<file path="src/rtl/mic1_pkg.sv">
// Shared definitions for the MIC-1 microsequencer: control-word fields,
// MIR slice bit positions, B-bus select codes, ALU bits and FSM states.
package mic1_pkg;

  localparam int MPC_WIDTH = 9;

  localparam int CW_NEXT_LSB = 27;
  localparam int CW_JMPC     = 26;
  localparam int CW_JAMN     = 25;
  localparam int CW_JAMZ     = 24;
  localparam int CW_ALU_LSB  = 16;
  localparam int CW_DP_LSB   = 0;

  localparam int MIR_C_H     = 15;
  localparam int MIR_C_OPC   = 14;
  localparam int MIR_C_TOS   = 13;
  localparam int MIR_C_CPP   = 12;
  localparam int MIR_C_LV    = 11;
  localparam int MIR_C_SP    = 10;
  localparam int MIR_C_PC    = 9;
  localparam int MIR_C_MDR   = 8;
  localparam int MIR_C_MAR   = 7;
  localparam int MIR_WRITE   = 6;
  localparam int MIR_READ    = 5;
  localparam int MIR_FETCH   = 4;
  localparam int MIR_B_LSB   = 0;

  typedef enum logic [3:0] {
    B_MDR  = 4'd0,
    B_PC   = 4'd1,
    B_MBR  = 4'd2,
    B_MBRU = 4'd3,
    B_SP   = 4'd4,
    B_LV   = 4'd5,
    B_CPP  = 4'd6,
    B_TOS  = 4'd7,
    B_OPC  = 4'd8
  } b_sel_e;

  localparam int ALU_SLL8 = 7;
  localparam int ALU_SRA1 = 6;
  localparam int ALU_F0   = 5;
  localparam int ALU_F1   = 4;
  localparam int ALU_ENA  = 3;
  localparam int ALU_ENB  = 2;
  localparam int ALU_INVA = 1;
  localparam int ALU_INC  = 0;

  typedef enum logic [1:0] {
    S_LOAD    = 2'd0,
    S_EXEC    = 2'd1,
    S_MEMWAIT = 2'd2
  } state_e;

endpackage

</file>
<file path="src/rtl/mic1_microsequencer_if.sv">
// Control-store and memory handshake bundle between the sequencer (master)
// and the ROM / memory side (slave).
interface mic1_microsequencer_if #(
  parameter int CS_WIDTH  = 36,
  parameter int MPC_WIDTH = 9
);
  logic [MPC_WIDTH-1:0] cs_addr;
  logic [CS_WIDTH-1:0]  cs_data;
  logic                 mem_ready;
  logic                 ram_rd;
  logic                 ram_wr;
  logic                 rom_rd;

  modport master (
    output cs_addr, ram_rd, ram_wr, rom_rd,
    input  cs_data, mem_ready
  );

  modport slave (
    input  cs_addr, ram_rd, ram_wr, rom_rd,
    output cs_data, mem_ready
  );
endinterface

</file>
<file path="src/rtl/mic1_next_addr.sv">
// Next micro-PC: NEXT_ADDRESS with MBR OR-ed into the low byte (JMPC) and
// the ALU flags OR-ed into bit 8 (JAMZ/JAMN).
module mic1_next_addr
  import mic1_pkg::*;
(
  input  logic [MPC_WIDTH-1:0] next_addr,
  input  logic                 jmpc,
  input  logic                 jamn,
  input  logic                 jamz,
  input  logic                 alu_n,
  input  logic                 alu_z,
  input  logic [7:0]           mbr,
  output logic [MPC_WIDTH-1:0] next_mpc
);
  assign next_mpc = {next_addr[8] | (jamz & alu_z) | (jamn & alu_n),
                     next_addr[7:0] | (jmpc ? mbr : 8'h00)};
endmodule

</file>
<file path="src/rtl/mic1_microsequencer.sv">
// MIC-1 microprogram controller: LOAD -> EXEC -> (MEMWAIT) loop over the control store.
// Optional memory wait timeout enabled by defining MIC1_MEM_TIMEOUT_EN.
module mic1_microsequencer
  import mic1_pkg::*;
#(
  parameter int CS_WIDTH       = 36,
  parameter int MPC_WIDTH      = 9,
  parameter int TIMEOUT_CYCLES = 255
) (
  input  logic                 clock,
  input  logic                 reset_n,
  mic1_microsequencer_if.master mem,
  input  logic                 alu_n,
  input  logic                 alu_z,
  input  logic [7:0]           mbr,
  output logic [15:0]          MIR,
  output logic [7:0]           alu_ctrl,
  output logic [MPC_WIDTH-1:0] mpc,
  output logic                 n_flag,
  output logic                 z_flag,
  output logic                 timeout_err
);
  state_e               state_q, state_d;
  logic [MPC_WIDTH-1:0] mpc_q, mpc_d, nxt_q, nxt_d, next_mpc;
  logic [CS_WIDTH-1:0]  mir_q, mir_d;
  logic                 n_q, n_d, z_q, z_d;
  logic                 rd_w, wr_w, fe_w, rd_eff;

  assign wr_w   = mir_q[MIR_WRITE];
  assign rd_w   = mir_q[MIR_READ];
  assign fe_w   = mir_q[MIR_FETCH];
  assign rd_eff = rd_w & ~wr_w;

  mic1_next_addr u_next_addr (
    .next_addr (mir_q[CW_NEXT_LSB +: MPC_WIDTH]),
    .jmpc      (mir_q[CW_JMPC]),
    .jamn      (mir_q[CW_JAMN]),
    .jamz      (mir_q[CW_JAMZ]),
    .alu_n     (alu_n),
    .alu_z     (alu_z),
    .mbr       (mbr),
    .next_mpc  (next_mpc)
  );

`ifdef MIC1_MEM_TIMEOUT_EN
  localparam int CNT_W = (TIMEOUT_CYCLES > 1) ? $clog2(TIMEOUT_CYCLES) : 1;
  logic [CNT_W-1:0] cnt_q, cnt_d;
  logic             err_q, err_d;
  logic             tmo;
  assign tmo         = (cnt_q == CNT_W'(TIMEOUT_CYCLES - 1));
  assign timeout_err = err_q;
`else
  // Without the timeout feature the error output is a constant 0.
  localparam logic TMO_NONE = (TIMEOUT_CYCLES < 0);
  assign timeout_err = TMO_NONE;
`endif

  always_comb begin
    state_d    = state_q;
    mpc_d      = mpc_q;
    nxt_d      = nxt_q;
    mir_d      = mir_q;
    n_d        = n_q;
    z_d        = z_q;
    MIR        = 16'h0000;
    alu_ctrl   = 8'h00;
    mem.ram_rd = 1'b0;
    mem.ram_wr = 1'b0;
    mem.rom_rd = 1'b0;
`ifdef MIC1_MEM_TIMEOUT_EN
    cnt_d      = cnt_q;
    err_d      = err_q;
`endif
    case (state_q)
      S_LOAD: begin
        mir_d   = mem.cs_data;
        state_d = S_EXEC;
      end
      S_EXEC: begin
        MIR            = mir_q[CW_DP_LSB +: 16];
        MIR[MIR_READ]  = 1'b0;
        MIR[MIR_FETCH] = 1'b0;
        alu_ctrl       = mir_q[CW_ALU_LSB +: 8];
        n_d            = alu_n;
        z_d            = alu_z;
        nxt_d          = next_mpc;
        if (rd_w | wr_w | fe_w) begin
          state_d = S_MEMWAIT;
`ifdef MIC1_MEM_TIMEOUT_EN
          cnt_d   = '0;
`endif
        end else begin
          mpc_d   = next_mpc;
          state_d = S_LOAD;
        end
      end
      S_MEMWAIT: begin
        mem.ram_wr     = wr_w;
        mem.ram_rd     = rd_eff;
        mem.rom_rd     = fe_w;
        MIR[MIR_READ]  = rd_eff & mem.mem_ready;
        MIR[MIR_FETCH] = fe_w & mem.mem_ready;
        if (mem.mem_ready) begin
          mpc_d   = nxt_q;
          state_d = S_LOAD;
        end
`ifdef MIC1_MEM_TIMEOUT_EN
        else if (tmo) begin
          err_d   = 1'b1;
          mpc_d   = nxt_q;
          state_d = S_LOAD;
        end else begin
          cnt_d = cnt_q + 1'b1;
        end
`endif
      end
      default: state_d = S_LOAD;
    endcase
  end

  always_ff @(posedge clock) begin
    if (!reset_n) begin
      state_q <= S_LOAD;
      mpc_q   <= '0;
      n_q     <= 1'b0;
      z_q     <= 1'b0;
`ifdef MIC1_MEM_TIMEOUT_EN
      cnt_q   <= '0;
      err_q   <= 1'b0;
`endif
    end else begin
      state_q <= state_d;
      mpc_q   <= mpc_d;
      n_q     <= n_d;
      z_q     <= z_d;
`ifdef MIC1_MEM_TIMEOUT_EN
      cnt_q   <= cnt_d;
      err_q   <= err_d;
`endif
    end
  end

  // MIR word and pending next-MPC are only consumed after LOAD/EXEC writes them.
  always_ff @(posedge clock) begin
    mir_q <= mir_d;
    nxt_q <= nxt_d;
  end

  assign mem.cs_addr = mpc_q;
  assign mpc         = mpc_q;
  assign n_flag      = n_q;
  assign z_flag      = z_q;
endmodule

</file>
<file path="src/flat_wrapper.sv">
// flat-port wrapper written by rule: the top's interface ports become plain ports
module mic1_microsequencer_flat import mic1_pkg::*;
#(
  parameter int CS_WIDTH       = 36,
  parameter int MPC_WIDTH      = 9,
  parameter int TIMEOUT_CYCLES = 255
)
  (clock, reset_n, alu_n, alu_z, mbr, MIR, alu_ctrl, mpc, n_flag, z_flag, timeout_err, mem_cs_addr, mem_ram_rd, mem_ram_wr, mem_rom_rd, mem_cs_data, mem_mem_ready);
  mic1_microsequencer_if #(.CS_WIDTH(CS_WIDTH), .MPC_WIDTH(MPC_WIDTH)) mem_i ();
  input  logic clock;
  input  logic reset_n;
  input  logic alu_n;
  input  logic alu_z;
  input  logic [7:0] mbr;
  output logic [15:0] MIR;
  output logic [7:0] alu_ctrl;
  output logic [MPC_WIDTH-1:0] mpc;
  output logic n_flag;
  output logic z_flag;
  output logic timeout_err;
  output wire logic [$bits(mem_i.cs_addr)-1:0] mem_cs_addr;
  output wire logic [$bits(mem_i.ram_rd)-1:0] mem_ram_rd;
  output wire logic [$bits(mem_i.ram_wr)-1:0] mem_ram_wr;
  output wire logic [$bits(mem_i.rom_rd)-1:0] mem_rom_rd;
  input wire logic [$bits(mem_i.cs_data)-1:0] mem_cs_data;
  input wire logic [$bits(mem_i.mem_ready)-1:0] mem_mem_ready;
  assign mem_cs_addr = mem_i.cs_addr;
  assign mem_ram_rd = mem_i.ram_rd;
  assign mem_ram_wr = mem_i.ram_wr;
  assign mem_rom_rd = mem_i.rom_rd;
  assign mem_i.cs_data = mem_cs_data;
  assign mem_i.mem_ready = mem_mem_ready;
  mic1_microsequencer #(.CS_WIDTH(CS_WIDTH), .MPC_WIDTH(MPC_WIDTH), .TIMEOUT_CYCLES(TIMEOUT_CYCLES)) u_core (.clock(clock), .reset_n(reset_n), .mem(mem_i), .alu_n(alu_n), .alu_z(alu_z), .mbr(mbr), .MIR(MIR), .alu_ctrl(alu_ctrl), .mpc(mpc), .n_flag(n_flag), .z_flag(z_flag), .timeout_err(timeout_err));
endmodule
</file>
<file path="config.mk">
export PLATFORM = sky130hd
export DESIGN_NAME = mic1_microsequencer_flat
export DESIGN_NICKNAME = d
export VERILOG_FILES = /design/src/rtl/mic1_pkg.sv /design/src/rtl/mic1_microsequencer_if.sv /design/src/rtl/mic1_next_addr.sv /design/src/rtl/mic1_microsequencer.sv /design/src/flat_wrapper.sv
export SDC_FILE = /design/constraint.sdc
export NUM_CORES = 1
export LEC_CHECK = 0
export BUFFER_PORTS_ARGS = -buffer_cell sky130_fd_sc_hd__buf_2
export CAP_MARGIN = 20
export CORE_MARGIN = 4
export CORE_UTILIZATION = 51
export DETAILED_ROUTE_END_ITERATION = 10
export PLACE_DENSITY = 0.87
export SLEW_MARGIN = 10
export SYNTH_ARGS = -nofsm -noshare
export SYNTH_HDL_FRONTEND = slang
export SYNTH_SLANG_ARGS = --single-unit
</file>
<file path="constraint.sdc">
create_clock -name clock -period 5.2 [get_ports clock]
set_input_delay 0.52 -clock clock [delete_from_list [all_inputs] [get_ports clock]]
set_output_delay 0.52 -clock clock [all_outputs]
set_load 0.005 [all_outputs]
</file>
==> impl_metrics.env <==
export IMPL_status="completed"
export IMPL_ant_nets=0
export IMPL_min_path_type="in2reg"
export IMPL_rrSetupSlack_ns=3.36
export IMPL_r2r_cells=4
export IMPL_cts_tree="done"
export IMPL_netlist_area_leader_share_pct=57.02
export IMPL_die_w_um=76.17
export IMPL_insertion_delay_ns=0.32
export IMPL_min_path_cells=1
export IMPL_crit_type="reg2out"
export IMPL_fillers=326
export IMPL_die_y_um=76.17
export IMPL_worstPathArrival_ns=1.90
export IMPL_postSynthCellCount=166
export IMPL_total_power_mw=1.065
export IMPL_finalHoldViolations=0
export IMPL_cts_htree_levels=3
export IMPL_clk_path_buf_depth=2
export IMPL_via_per_inst=4.797
export IMPL_avgSynthCellArea_sq_um=14.28
export IMPL_antenna_found_initial=0
export IMPL_tightest_slew_ns=0.9693
export IMPL_pre_cts_slack_ns=3.138
export IMPL_grt_pass1_vias=1494
export IMPL_whs_endpoint="u_core.mir_q[10]"
export IMPL_synth_edf_count=45
export IMPL_async_flop_share_pct=0
export IMPL_route_detailed_drc=0
export IMPL_num_vias=1487
export IMPL_place_congestion=0.7101
export IMPL_fmax_ghz=0.4130
export IMPL_grtUsageTotal_pct=15.43
export IMPL_clk_pin_slew_ns=0.06
export IMPL_synth_most_common_cell="edfxtp_1"
export IMPL_dr_pass1_iters=4
export IMPL_cts_resized_gates=0
export IMPL_final_max_slew_viol_count=0
export IMPL_ys_flop_type="edfxtp_1"
export IMPL_wl_per_cell_um=13.90
export IMPL_drive_above_1_share_pct=44.96
export IMPL_hold_slack_ns=0.3686
export IMPL_worstHoldStart="mem_cs_data[10]"
export IMPL_crit_path_end_kind="primary output"
export IMPL_slew_headroom_pct=35.22
export IMPL_synth_distinct_cells=28
export IMPL_leakagePower_nw=1.368
export IMPL_max_cap_violations=0
export IMPL_grt_overflow_total=0
export IMPL_numCtsBuffers=9
export IMPL_io_pins=97
export IMPL_cp_max_fo=15
export IMPL_syn_num_nets=215
export IMPL_antenna_cells=0
export IMPL_fin_skew_ns=0.005197
export IMPL_start_util_pct=53.68
export IMPL_portBuffers=95
export IMPL_dieArea_sq_um=5801
export IMPL_yosysTopAreaCell="edfxtp_1"
export IMPL_setup_violations=0
export IMPL_cts_sinks=58
export IMPL_power_density_nw_per_um2=359.9
export IMPL_r2r_end="u_core.mem.cs_addr[0]"
export IMPL_rsz0062_at_grt="no"
export IMPL_fin_nets=302
export IMPL_grt_pass1_wl_um=6900
export IMPL_dp_hpwl_um=3114
export IMPL_root_buffer="clkbuf_8"
export IMPL_period_needed_ns=2.422
export IMPL_r2r_start="u_core.state_q[1]"
export IMPL_peakVddDrop_mv=0.2637
export IMPL_post_cts_buffers=0
export IMPL_rows=24
export IMPL_ys_seq_area_share_pct=68.00
export IMPL_ys_ff_latch=58
export IMPL_holdBufCountCts=0
export IMPL_area_delta_synth_final_pct=24.82
export IMPL_synth_area_leaders="edfxtp_1 57%, dfxtp_1 11%, and2_1 6.9%"
export IMPL_netlist_area_sq_um=2370
export IMPL_grt_start_max_net_pins=38
export IMPL_finalCritPeriodShare_pct=46.57
export IMPL_synth_top_cells_by_count="45 x edfxtp_1, 26 x and2_1, 13 x dfxtp_1, 13 x nand2_1, 10 x buf_4"
export IMPL_start_kind="flop"
export IMPL_wl_um=4309
export IMPL_yosys_warnings=0
export IMPL_fin_ws_ns=2.778
export IMPL_setup_tns_final_ns=0
export IMPL_drt_iter0_drc=34
export IMPL_required_ns=4.68
export IMPL_core_sq_um=4414
[stage by stage]
step	instance area, sq um	utilization [%]	cells
final	2958	67.01	310
after floorplan	2370	-	166
after CTS	2958	67.01	310
after detailed placement	2784	63.07	294
after global routing	2958	67.01	310
after global placement	2784	63.07	294
[cells in the final DEF, fill, tap and decap left out, drive strengths merged]
cell | netlist | final
buf | 16 | 95
edfxtp | 45 | 45
and2 | 26 | 26
nand2 | 13 | 13
dfxtp | 13 | 13
clkbuf | 3 | 13
or3b | 9 | 9
mux2i | 9 | 9
o211ai | 9 | 9
a21o | 8 | 8
clkinv | 0 | 3
a21boi | 2 | 2
nor2b | 2 | 2
nor2 | 2 | 2
nand2b | 1 | 1
inv | 1 | 1
and3 | 1 | 1
and3b | 1 | 1
a221o | 1 | 1
nor3 | 1 | 1
a22oi | 1 | 1
o21a | 1 | 1
conb | 1 | 1
[cell type report]
class	count	area, sq um	share of cell area (%)
tap	52	65.06	2.200
timing repair buffer	95	475.5	16.07
inverter	1	6.256	0.2115
multi-input combinational	88	625.6	21.15
sequential	58	1612	54.48
clock buffer	13	158.9	5.372
clock inverter	3	15.01	0.5076
[worst max-delay path: stages (launching register included)]
cell	delay, ns
dfxtp_1	0.53
nor2b_2	0.56
and3b_1	0.25
and2_1	0.13
buf_2	0.11
[where the power goes]
group / internal, mW / switching, mW / total [mW]
clock: 0.197 / 0.161 / 0.358
sequential: 0.560 / 0.0193 / 0.579
combinational: 0.0597 / 0.0673 / 0.127
total: 0.817 / 0.248 / 1.06
[routing by layer]
layer / vias to the layer above / routed length (um) / GRT usage, %
met5: - / 0 / 0
li1: 757 / - / -
met2: 63 / 2174 / 25.26
met1: 661 / 1665 / 16.05
met4: 0 / 77 / 9.266
met3: 6 / 392 / 7.092
[worst max-delay path by stage]
stage,end,cells after the start,slack (ns),from
3_3_place_gp,MIR[5],4,3.26,u_core.state_q[1]
4_1_cts,MIR[5],4,2.77,u_core.state_q[1]
5_1_grt,MIR[5],4,2.65,u_core.state_q[1]
6_report,MIR[5],4,2.78,u_core.state_q[1]
2_1_floorplan,u_core.mir_q[0],2,2.76,u_core.state_q[0]
3_5_place_dp,MIR[5],4,3.14,u_core.state_q[1]
[cells by family after synthesis]
family                 count (synthesis)  share of synthesized area [%]
DFF                                   58                          68.00
and+or+nand+nor                       56                          14.63
AOI/OAI and AO/OA                     22                          7.497
buffers and inverters                 20                          5.913
muxes                                  9                          3.802
other                                  1                         0.1582
[registers in the layout, summed over array words and instances, names as in the netlist]
name / count
u_core.state_q: 2
u_core.n_flag: 1
u_core.mir_q: 36
u_core.z_flag: 1
u_core.mem.cs_addr: 9
u_core.nxt_q: 9
No activity file was read; power rests on OpenSTA's default activity.
